==> config.mk <==
export PLATFORM = sky130hd
export DESIGN_NAME = sram_bus_arbiter
export DESIGN_NICKNAME = d
export VERILOG_FILES = /design/src/rtl/sram_bus_arbiter_pkg.sv /design/src/rtl/id_fifo.sv /design/src/rtl/sram_bus_arbiter.sv
export SDC_FILE = /design/constraint.sdc
export NUM_CORES = 1
export LEC_CHECK = 0
export CAP_MARGIN = 10
export CORE_AREA = 2 2 125 127
export DETAILED_ROUTE_END_ITERATION = 12
export DIE_AREA = 0 0 127 129
export DONT_BUFFER_PORTS = 1
export GPL_TIMING_DRIVEN = 1
export PLACE_DENSITY = 0.44
export SLEW_MARGIN = 25
export SYNTH_ARGS = -nofsm -noshare
export SYNTH_HDL_FRONTEND = slang
export SYNTH_SLANG_ARGS = --single-unit
==> constraint.sdc <==
create_clock -name clk -period 3 [get_ports clk]
set_input_delay 0 -clock clk [delete_from_list [all_inputs] [get_ports clk]]
set_output_delay 0 -clock clk [all_outputs]
set_load 0.02 [all_outputs]
==> src/rtl/sram_bus_arbiter_pkg.sv <==
`default_nettype none
// ============================================================================
//  Module      : sram_bus_arbiter_pkg
//  Description : Shared types and constants for the sram-like bus arbiter:
//                command layout, requester IDs and lock FSM encoding.
//  Revision    : 1.0 - initial release
// ============================================================================
package sram_bus_arbiter_pkg;

    // Total width of one sram-like command word.
    localparam int c_SRAM_CMD_W = 71;

    // Command layout, MSB first: {wr, size, wstrb, addr, wdata}.
    typedef struct packed {
        logic        wr;
        logic [1:0]  size;
        logic [3:0]  wstrb;
        logic [31:0] addr;
        logic [31:0] wdata;
    } sram_cmd_t;

    // Requester IDs as stored in the in-order ID FIFO.
    localparam logic REQ_INST = 1'b0;
    localparam logic REQ_DATA = 1'b1;

    // Address-phase lock: once a request is presented and not yet accepted,
    // the grant is frozen on its owner so the command cannot change under it.
    typedef enum logic [0:0] {
        LOCK_IDLE = 1'b0,
        LOCK_HELD = 1'b1
    } lock_state_t;

endpackage : sram_bus_arbiter_pkg
`default_nettype wire

==> src/rtl/id_fifo.sv <==
`default_nettype none
// ============================================================================
//  Module      : id_fifo
//  Description : In-order FIFO of 1-bit requester IDs for requests accepted
//                downstream and still awaiting their data_ok.
//  Revision    : 1.0 - initial release
// ============================================================================
module id_fifo
    import sram_bus_arbiter_pkg::*;
#(
    parameter int DEPTH = 4
) (
    input  logic clk,
    input  logic resetn,
    input  logic push,
    input  logic push_id,
    input  logic pop,
    output logic head_id,
    output logic full,
    output logic empty
);

    localparam int              c_AW       = $clog2(DEPTH);
    localparam logic [c_AW:0]   c_FULL_CNT = (c_AW + 1)'(DEPTH);
    localparam logic [c_AW:0]   c_CNT_ONE  = (c_AW + 1)'(1);
    localparam logic [c_AW-1:0] c_PTR_ONE  = c_AW'(1);

    logic [DEPTH-1:0] r_mem;
    logic [c_AW-1:0]  r_wr_ptr;
    logic [c_AW-1:0]  r_rd_ptr;
    logic [c_AW:0]    r_count;
    logic             w_do_push;
    logic             w_do_pop;

    // Status comes from the registered count, so a same-cycle pop never frees
    // a slot for a push until the following cycle.
    always_comb begin
        full      = (r_count == c_FULL_CNT);
        empty     = (r_count == '0);
        head_id   = r_mem[r_rd_ptr];
        w_do_push = push & ~full;
        w_do_pop  = pop & ~empty;
    end

    // Storage write; contents need no reset because count gates every read.
    always_ff @(posedge clk) begin
        if (w_do_push) begin
            r_mem[r_wr_ptr] <= push_id;
        end
    end

    // Pointer and occupancy tracking; pointers wrap naturally (power-of-2 depth).
    always_ff @(posedge clk) begin
        if (!resetn) begin
            r_wr_ptr <= '0;
            r_rd_ptr <= '0;
            r_count  <= '0;
        end else begin
            if (w_do_push) begin
                r_wr_ptr <= r_wr_ptr + c_PTR_ONE;
            end
            if (w_do_pop) begin
                r_rd_ptr <= r_rd_ptr + c_PTR_ONE;
            end
            case ({w_do_push, w_do_pop})
                2'b10:   r_count <= r_count + c_CNT_ONE;
                2'b01:   r_count <= r_count - c_CNT_ONE;
                default: r_count <= r_count;
            endcase
        end
    end

endmodule : id_fifo
`default_nettype wire

==> src/rtl/sram_bus_arbiter.sv <==
`default_nettype none
// ============================================================================
//  Module      : sram_bus_arbiter
//  Description : Two-to-one sram-like bus arbiter (instruction side m0, data
//                side m1) with address-phase locking, m0 anti-starvation and
//                in-order routing of responses via an ID FIFO.
//  Revision    : 1.0 - initial release
// ============================================================================
module sram_bus_arbiter
    import sram_bus_arbiter_pkg::*;
#(
    parameter int FIFO_DEPTH   = 4,
    parameter int STARVE_LIMIT = 4
) (
    input  logic                    clk,
    input  logic                    resetn,
    // Requester 0: instruction side
    input  logic                    m0_req,
    input  logic [c_SRAM_CMD_W-1:0] m0_cmd,
    output logic                    m0_addr_ok,
    output logic                    m0_data_ok,
    output logic [31:0]             m0_rdata,
    // Requester 1: data side
    input  logic                    m1_req,
    input  logic [c_SRAM_CMD_W-1:0] m1_cmd,
    output logic                    m1_addr_ok,
    output logic                    m1_data_ok,
    output logic [31:0]             m1_rdata,
    // Downstream sram-like port
    output logic                    s_req,
    output logic [c_SRAM_CMD_W-1:0] s_cmd,
    input  logic                    s_addr_ok,
    input  logic                    s_data_ok,
    input  logic [31:0]             s_rdata
);

    localparam int                  c_STARVE_W   = $clog2(STARVE_LIMIT + 1);
    localparam logic [c_STARVE_W-1:0] c_STARVE_MAX = c_STARVE_W'(STARVE_LIMIT);
    localparam logic [c_STARVE_W-1:0] c_STARVE_ONE = c_STARVE_W'(1);

    lock_state_t             r_state;
    lock_state_t             w_state_nxt;
    logic                    r_owner;
    logic                    w_owner_nxt;
    logic                    w_grant;
    logic                    w_grant_req;
    logic                    w_push;
    logic                    w_pop;
    logic                    w_fifo_full;
    logic                    w_fifo_empty;
    logic                    w_fifo_head;
    logic [c_STARVE_W-1:0]   r_starve_cnt;
    logic [31:0]             r_m0_rdata;
    logic [31:0]             r_m1_rdata;

    // Grant selection: locked owner first, then a starved m0, else m1 priority.
    always_comb begin
        w_grant = REQ_INST;
        if (r_state == LOCK_HELD) begin
            w_grant = r_owner;
        end else if ((r_starve_cnt == c_STARVE_MAX) && m0_req) begin
            w_grant = REQ_INST;
        end else if (m1_req) begin
            w_grant = REQ_DATA;
        end
        w_grant_req = (w_grant == REQ_DATA) ? m1_req : m0_req;
    end

    // Zero-latency address path plus handshake, push/pop and response routing.
    always_comb begin
        s_req      = resetn & w_grant_req & ~w_fifo_full;
        s_cmd      = (w_grant == REQ_DATA) ? m1_cmd : m0_cmd;
        w_push     = s_req & s_addr_ok;
        m0_addr_ok = w_push & (w_grant == REQ_INST);
        m1_addr_ok = w_push & (w_grant == REQ_DATA);
        // Responses with nothing outstanding are silently dropped.
        w_pop      = resetn & s_data_ok & ~w_fifo_empty;
        m0_data_ok = w_pop & (w_fifo_head == REQ_INST);
        m1_data_ok = w_pop & (w_fifo_head == REQ_DATA);
        m0_rdata   = m0_data_ok ? s_rdata : r_m0_rdata;
        m1_rdata   = m1_data_ok ? s_rdata : r_m1_rdata;
    end

    // Lock next-state: freeze on a presented-but-unaccepted request.
    always_comb begin
        w_state_nxt = r_state;
        w_owner_nxt = r_owner;
        case (r_state)
            LOCK_IDLE: begin
                if (s_req && !s_addr_ok) begin
                    w_state_nxt = LOCK_HELD;
                    w_owner_nxt = w_grant;
                end
            end
            LOCK_HELD: begin
                // While held, w_grant_req is the owner's own request.
                if (s_addr_ok || !w_grant_req) begin
                    w_state_nxt = LOCK_IDLE;
                end
            end
            default: begin
                w_state_nxt = LOCK_IDLE;
            end
        endcase
    end

    // Lock state register.
    always_ff @(posedge clk) begin
        if (!resetn) begin
            r_state <= LOCK_IDLE;
            r_owner <= REQ_INST;
        end else begin
            r_state <= w_state_nxt;
            r_owner <= w_owner_nxt;
        end
    end

    // Count consecutive m1 wins over a waiting m0, saturating at the limit.
    always_ff @(posedge clk) begin
        if (!resetn) begin
            r_starve_cnt <= '0;
        end else if (!m0_req || m0_addr_ok) begin
            r_starve_cnt <= '0;
        end else if (m1_addr_ok && (r_starve_cnt != c_STARVE_MAX)) begin
            r_starve_cnt <= r_starve_cnt + c_STARVE_ONE;
        end
    end

    // Hold the last delivered read data per requester between responses.
    always_ff @(posedge clk) begin
        if (!resetn) begin
            r_m0_rdata <= '0;
            r_m1_rdata <= '0;
        end else begin
            if (m0_data_ok) begin
                r_m0_rdata <= s_rdata;
            end
            if (m1_data_ok) begin
                r_m1_rdata <= s_rdata;
            end
        end
    end

    id_fifo #(
        .DEPTH (FIFO_DEPTH)
    ) u_id_fifo (
        .clk     (clk),
        .resetn  (resetn),
        .push    (w_push),
        .push_id (w_grant),
        .pop     (w_pop),
        .head_id (w_fifo_head),
        .full    (w_fifo_full),
        .empty   (w_fifo_empty)
    );

endmodule : sram_bus_arbiter
`default_nettype wire
# Yosys cells after proc, flatten, opt, wreduce, memory -nomap -nowiden
# Cells that the tools add are included.
# totals
reg_bits,80
latch_bits,0
ram_bits,0
rom_bits,0
inputBits,180
out_inout_bits,140
wordCells,68
n_memories,0
# op_classes
n_addsub,5
mul,0
n_div,0
magnitude_cmp,3
eq_ne,5
shifts,0
mux,16
n_bitwise,17
n_reduce_logical,13
# ops
op,n
$mux 71,1
$mux 32,2
$and 1x1->1,11
$mux 1,8
$add 3x1->3 const B,2
$eq 3x3->1 const B,2
$lt 2x3->1 const B,2
$not 1->1,6
$pmux 3 s2,1
$add 2x1->2 const B,2
$bwmux 4,1
$logic_and 1x1->1,4
$logic_not 1->1,3
$logic_not 3->1,1
$ne 3x3->1 const B,1
$sub 3x1->3 const B,1
$bmux 1 s2,1
$demux 1 s2,1
$eq 2x1->1 const B,1
$eq 2x2->1 const B,1
$ge 2x1->1 const B,1
$logic_or 1x1->1,2
$pmux 1 s2,1
$reduce_and 2->1,1
other kinds (2),2

# Logic depth before layout (Yosys ltp)
# depth
depth_word,11
mapped_depth,10
depth_no_buf,9

# Modules after synthesis
# From an unflattened synthesis, not the netlist that was laid out.
# hier_totals
hier_cells,390
area_unflattened_um2,4304.1
# by_module_without_submodules
module,n_inst,cells_each,area_each_um2,seq_area_each_um2
sram_bus_arbiter,1,334,3712.3,1381.3
id_fifo,1,56,591.8,260.2

# Least setup slack after synthesis
# OpenSTA, ideal clock, no wires.
# synth_path
kind,register to register
from,register u_id_fifo.r_count[0]
to,register u_id_fifo.r_count[2]
setup_time_ps,76
arrival_ps,2371
required_ps,2924
slack_ps,553
stages_incl_launch_ff,11
period_less_slack_ps,2447
path_cell_list,dfxtp_1 or3b_2 clkbuf_2 o2111a_1 clkinv_2 ha_1 inv_1 fa_1 xor2_1 or3_1 a21boi_0
# synth_between
elab_chain_cells,7
# synth_rtl
item,line_no,source
"start, declared",id_fifo.sv:31,logic [c_AW:0] r_count;
"start signal, assigned",id_fifo.sv:66,2'b10: r_count <= r_count + c_CNT_ONE;
"start signal, assigned",id_fifo.sv:67,2'b01: r_count <= r_count - c_CNT_ONE;
"start signal, assigned",id_fifo.sv:68,default: r_count <= r_count;
$eq 3x3->1,id_fifo.sv:38,full = (r_count == c_FULL_CNT);
$not 1->1,"id_fifo.sv:41, sram_bus_arbiter.sv:71",
$and 1x1->1,sram_bus_arbiter.sv:71,s_req = resetn & w_grant_req & ~w_fifo_full;
$and 1x1->1,sram_bus_arbiter.sv:73,w_push = s_req & s_addr_ok;
$and 1x1->1,id_fifo.sv:41,w_do_push = push & ~full;
$eq 2x1->1 / $eq 2x2->1 (equally long branches),id_fifo.sv:65,"case ({w_do_push, w_do_pop})"
$pmux 3 s2 / $reduce_bool 2->1 (equally long branches),n/a,
# Several ways; a longest one is shown, not always the timed one.
# A chain may end at the register's enable or synchronous reset.

# Final worst setup path
# layout_path
from,register u_id_fifo.r_count[2]
to,register u_id_fifo.r_count[2]
# Same word-level chain as after synthesis.

==> results.cfg <==
[run_status]
status = completed

[timing]
fmax_ghz = 0.381
maxSlewViolCount = 0
tns_ns = 0
hold_viol = 0
worstMarginPinSlew_ns = 0.810
timing.slew.headroom_pct = 45.9
skew_ns = 0.00732
timing.hold.ws_ns = 0.0456
final.min_clock_period_ns = 2.62
rsz0062_at_grt = false
setup_viol = 0
layout_worst_path_cycle_share_pct = 87.5

[yosys]
synth_seq_area_share_pct = 37.6
syn_avg_cell_area_um2 = 8.41
synth_top_family_by_area = simple AND/OR/NAND/NOR gates
synth_cells = 520
synth-adder-area-share_pct = 2.46
synth_area_mm2 = 0.00437
synth-compound-area-share_pct = 13.8
synth-xor-area-share_pct = 0.801
muxShareOfSynthArea_pct = 18.8
yosys-top-cells-area = dfxtp_1 35%, mux2_2 18%, nand2_1 17%
synth_nets = 708
yosys.area.top_type = dfxtp_1
synthSimpleGateAreaFrac_pct = 21.8
yosys_warnings = 0
synth-seq-cells = 80
synth_top_area_share_pct = 34.8
synth_cell_types = 36

[floorplanning]
fp.coreArea_mm2 = 0.0150
die_width_um = 127
die_height_um = 129
start_util_pct = 29.2
core.rowCount = 45
io_pins = 320
die_area_mm2 = 0.0164

[detailed_routing]
avgViaCountPerCell = 5.10
drt_iter0_drc = 234
post-route-drc-count = 0
num_vias = 3771
wl_um = 14700
ant_nets = 0
wl_per_cell_um = 19.9
first_pass_iters = 4

[placement]
gp_congestion = 0.920
port_buffers = 0
dp_hpwl_um = 11300
placed_area_mm2 = 0.00449

[layout]
syn2layout_area_growth_pct = 18.2
final_area_mm2 = 0.00517
final_nets = 732
multi_input_area_mm2 = 0.00252
fin_util_pct = 34.5
seqCellArea_mm2 = 0.00164
layout-drive-gt1-share_pct = 17.9
layout_common_cells = 200 x nand2_1, 76 x dfxtp_1, 71 x mux2_2
fillerInstances = 1558
final_common_cell = nand2_1

[min_path]
hp-class = input port to register
hold_path_depth = 2
holdPathEnd = u_id_fifo.r_count[2]$_SDFFE_PN0P_
hp-start = resetn

[clock_tree]
htree_levels = 3
cts_made_buffers = 9
clk_path_buf_depth = 2
clock-sinks = 80
clock_latency_ns = 0.34
clk_pin_slew_worst_paths_ns = 0.06
cts.repair.resized = 0
cts_tree = done
cts_root_buf = clkbuf_16

[power_and_ir_drop]
p_clk_share_pct = 37.9
p_per_area_mw_per_mm2 = 519
p_sw_uw = 813
p_int_uw = 1870
combinationalPowerShare_pct = 20.6
p_sw_share_pct = 30.3
ir_drop_uv = 255
p_seq_share_pct = 41.5
total_power_uw = 2680
p_leak_uw = 0.00219

[global_route]
antenna_found_initial = 5
grt_usage_pct = 16.8
grt-ovfl-total = 0
grt_pass1_vias = 3413
grt_pass1_wl_um = 20400
grt_max_degree = 77

[critical_path]
reg2regPathDepth = 9
r2r_start = u_id_fifo.r_count[2]$_SDFFE_PN0P_
path_max_fanout = 8
worstPathArrival_ns = 2.89
r2r_end = u_id_fifo.r_count[2]$_SDFFE_PN0P_
required_ns = 3.27
cp-end-kind = register
crit_type = register to register
reg2reg_slack_ns = 0.38
startpoint_type = register

[run]
drv_cap = 0
## registers in the layout, summed over array words and instances, names as in the netlist
| signal | flops |
|---|---|
| r_m0_rdata | 32 |
| r_m1_rdata | 32 |
| r_owner | 1 |
| r_starve_cnt | 3 |
| r_state | 1 |
| u_id_fifo.r_count | 3 |
| u_id_fifo.r_mem | 4 |
| u_id_fifo.r_rd_ptr | 2 |
| u_id_fifo.r_wr_ptr | 2 |
## synth_stat cells (all sizes together)
library cell,instances
nand2,200
dfxtp,76
mux2,71
a21boi,67
buf,20
inv,11
and2,10
clkbuf,9
nand3,8
ha,7
o21ai,5
a21oi,4
edfxtp,4
nor2,4
xnor2,3
and3,2
nand2b,2
nand4,2
or3b,2
a22oi,1
clkinv,1
fa,1
mux4,1
nand3b,1
nor2b,1
nor4bb,1
o2111a,1
o211ai,1
o21a,1
o311ai,1
or3,1
xor2,1
## through the flow
step	setup WS (ns)	cells
floorplan	0.553	520
detailed placement	0.384	683
finish	0.376	739
global placement	0.476	683
CTS	0.368	737
global route	0.247	738
## kinds of logic (layout without fill, tap and decap cells)
group / count (synthesis) / after routing
compound gates: 81 / 81
flops: 80 / 80
simple gates: 234 / 234
fa+ha+maj: 8 / 8
other cells: 0 / 2
buf+inv: 41 / 70
xor+xnor: 4 / 4
mux: 72 / 72
## cell type report
| cell class | count | area share, % |
|---|---|---|
| clock inverter | 5 | 0.630 |
| clock buffer | 11 | 4.70 |
| multi-input combinational | 399 | 48.8 |
| inverter | 12 | 0.944 |
| tap | 188 | 4.55 |
| antenna | 2 | 0.0969 |
| sequential | 80 | 31.8 |
| timing repair buffer | 42 | 8.52 |
## routing by layer
| layer | global-route usage, % | wire (um) | vias up |
|---|---|---|---|
| met5 | 0 | 33 | - |
| met4 | 6.79 | 425 | 4 |
| met3 | 7.78 | 1510 | 31 |
| met2 | 25.1 | 6660 | 204 |
| met1 | 21.0 | 6070 | 1750 |
| li1 | - | - | 1782 |
## timing repair
item                      4_1_cts  5_1_grt
hold endpoints to repair       76        0
hold buffers                   38        0
setup buffers                   0        0
## power by group through the flow
| stage | Sequential, uW | Clock (uW) | Combinational [uW] |
|---|---|---|---|
| 3_3_place_gp | 1140 | 0 | 485 |
| 6_report | 1120 | 1020 | 552 |
| 4_1_cts | 1110 | 1060 | 553 |
| 2_1_floorplan | 1130 | 0 | 426 |
| 3_5_place_dp | 1140 | 0 | 485 |
| 5_1_grt | 1120 | 1090 | 585 |
## worst max-delay path by stage
stage,start,end,slack [ns],cells past startpoint
floorplan,u_id_fifo.r_count[0]$_SDFFE_PN0P_,u_id_fifo.r_count[2]$_SDFFE_PN0P_,0.55,10
global placement,u_id_fifo.r_count[2]$_SDFFE_PN0P_,u_id_fifo.r_count[2]$_SDFFE_PN0P_,0.48,9
detailed placement,u_id_fifo.r_count[2]$_SDFFE_PN0P_,u_id_fifo.r_count[2]$_SDFFE_PN0P_,0.38,9
CTS,u_id_fifo.r_count[2]$_SDFFE_PN0P_,u_id_fifo.r_count[2]$_SDFFE_PN0P_,0.37,9
global route,u_id_fifo.r_count[2]$_SDFFE_PN0P_,u_id_fifo.r_count[2]$_SDFFE_PN0P_,0.25,9
finish,u_id_fifo.r_count[2]$_SDFFE_PN0P_,u_id_fifo.r_count[2]$_SDFFE_PN0P_,0.38,9
## critical path, cell delays in order, from the launching register on
cell,delay [ns]
dfxtp_1,0.38
or3b_2,0.54
o2111a_1,0.25
clkinv_2,0.13
ha_1,0.19
inv_1,0.06
fa_1,0.37
xor2_1,0.16
or3_1,0.31
a21boi_0,0.16
Note: power is estimated with default switching activity, not from simulation.
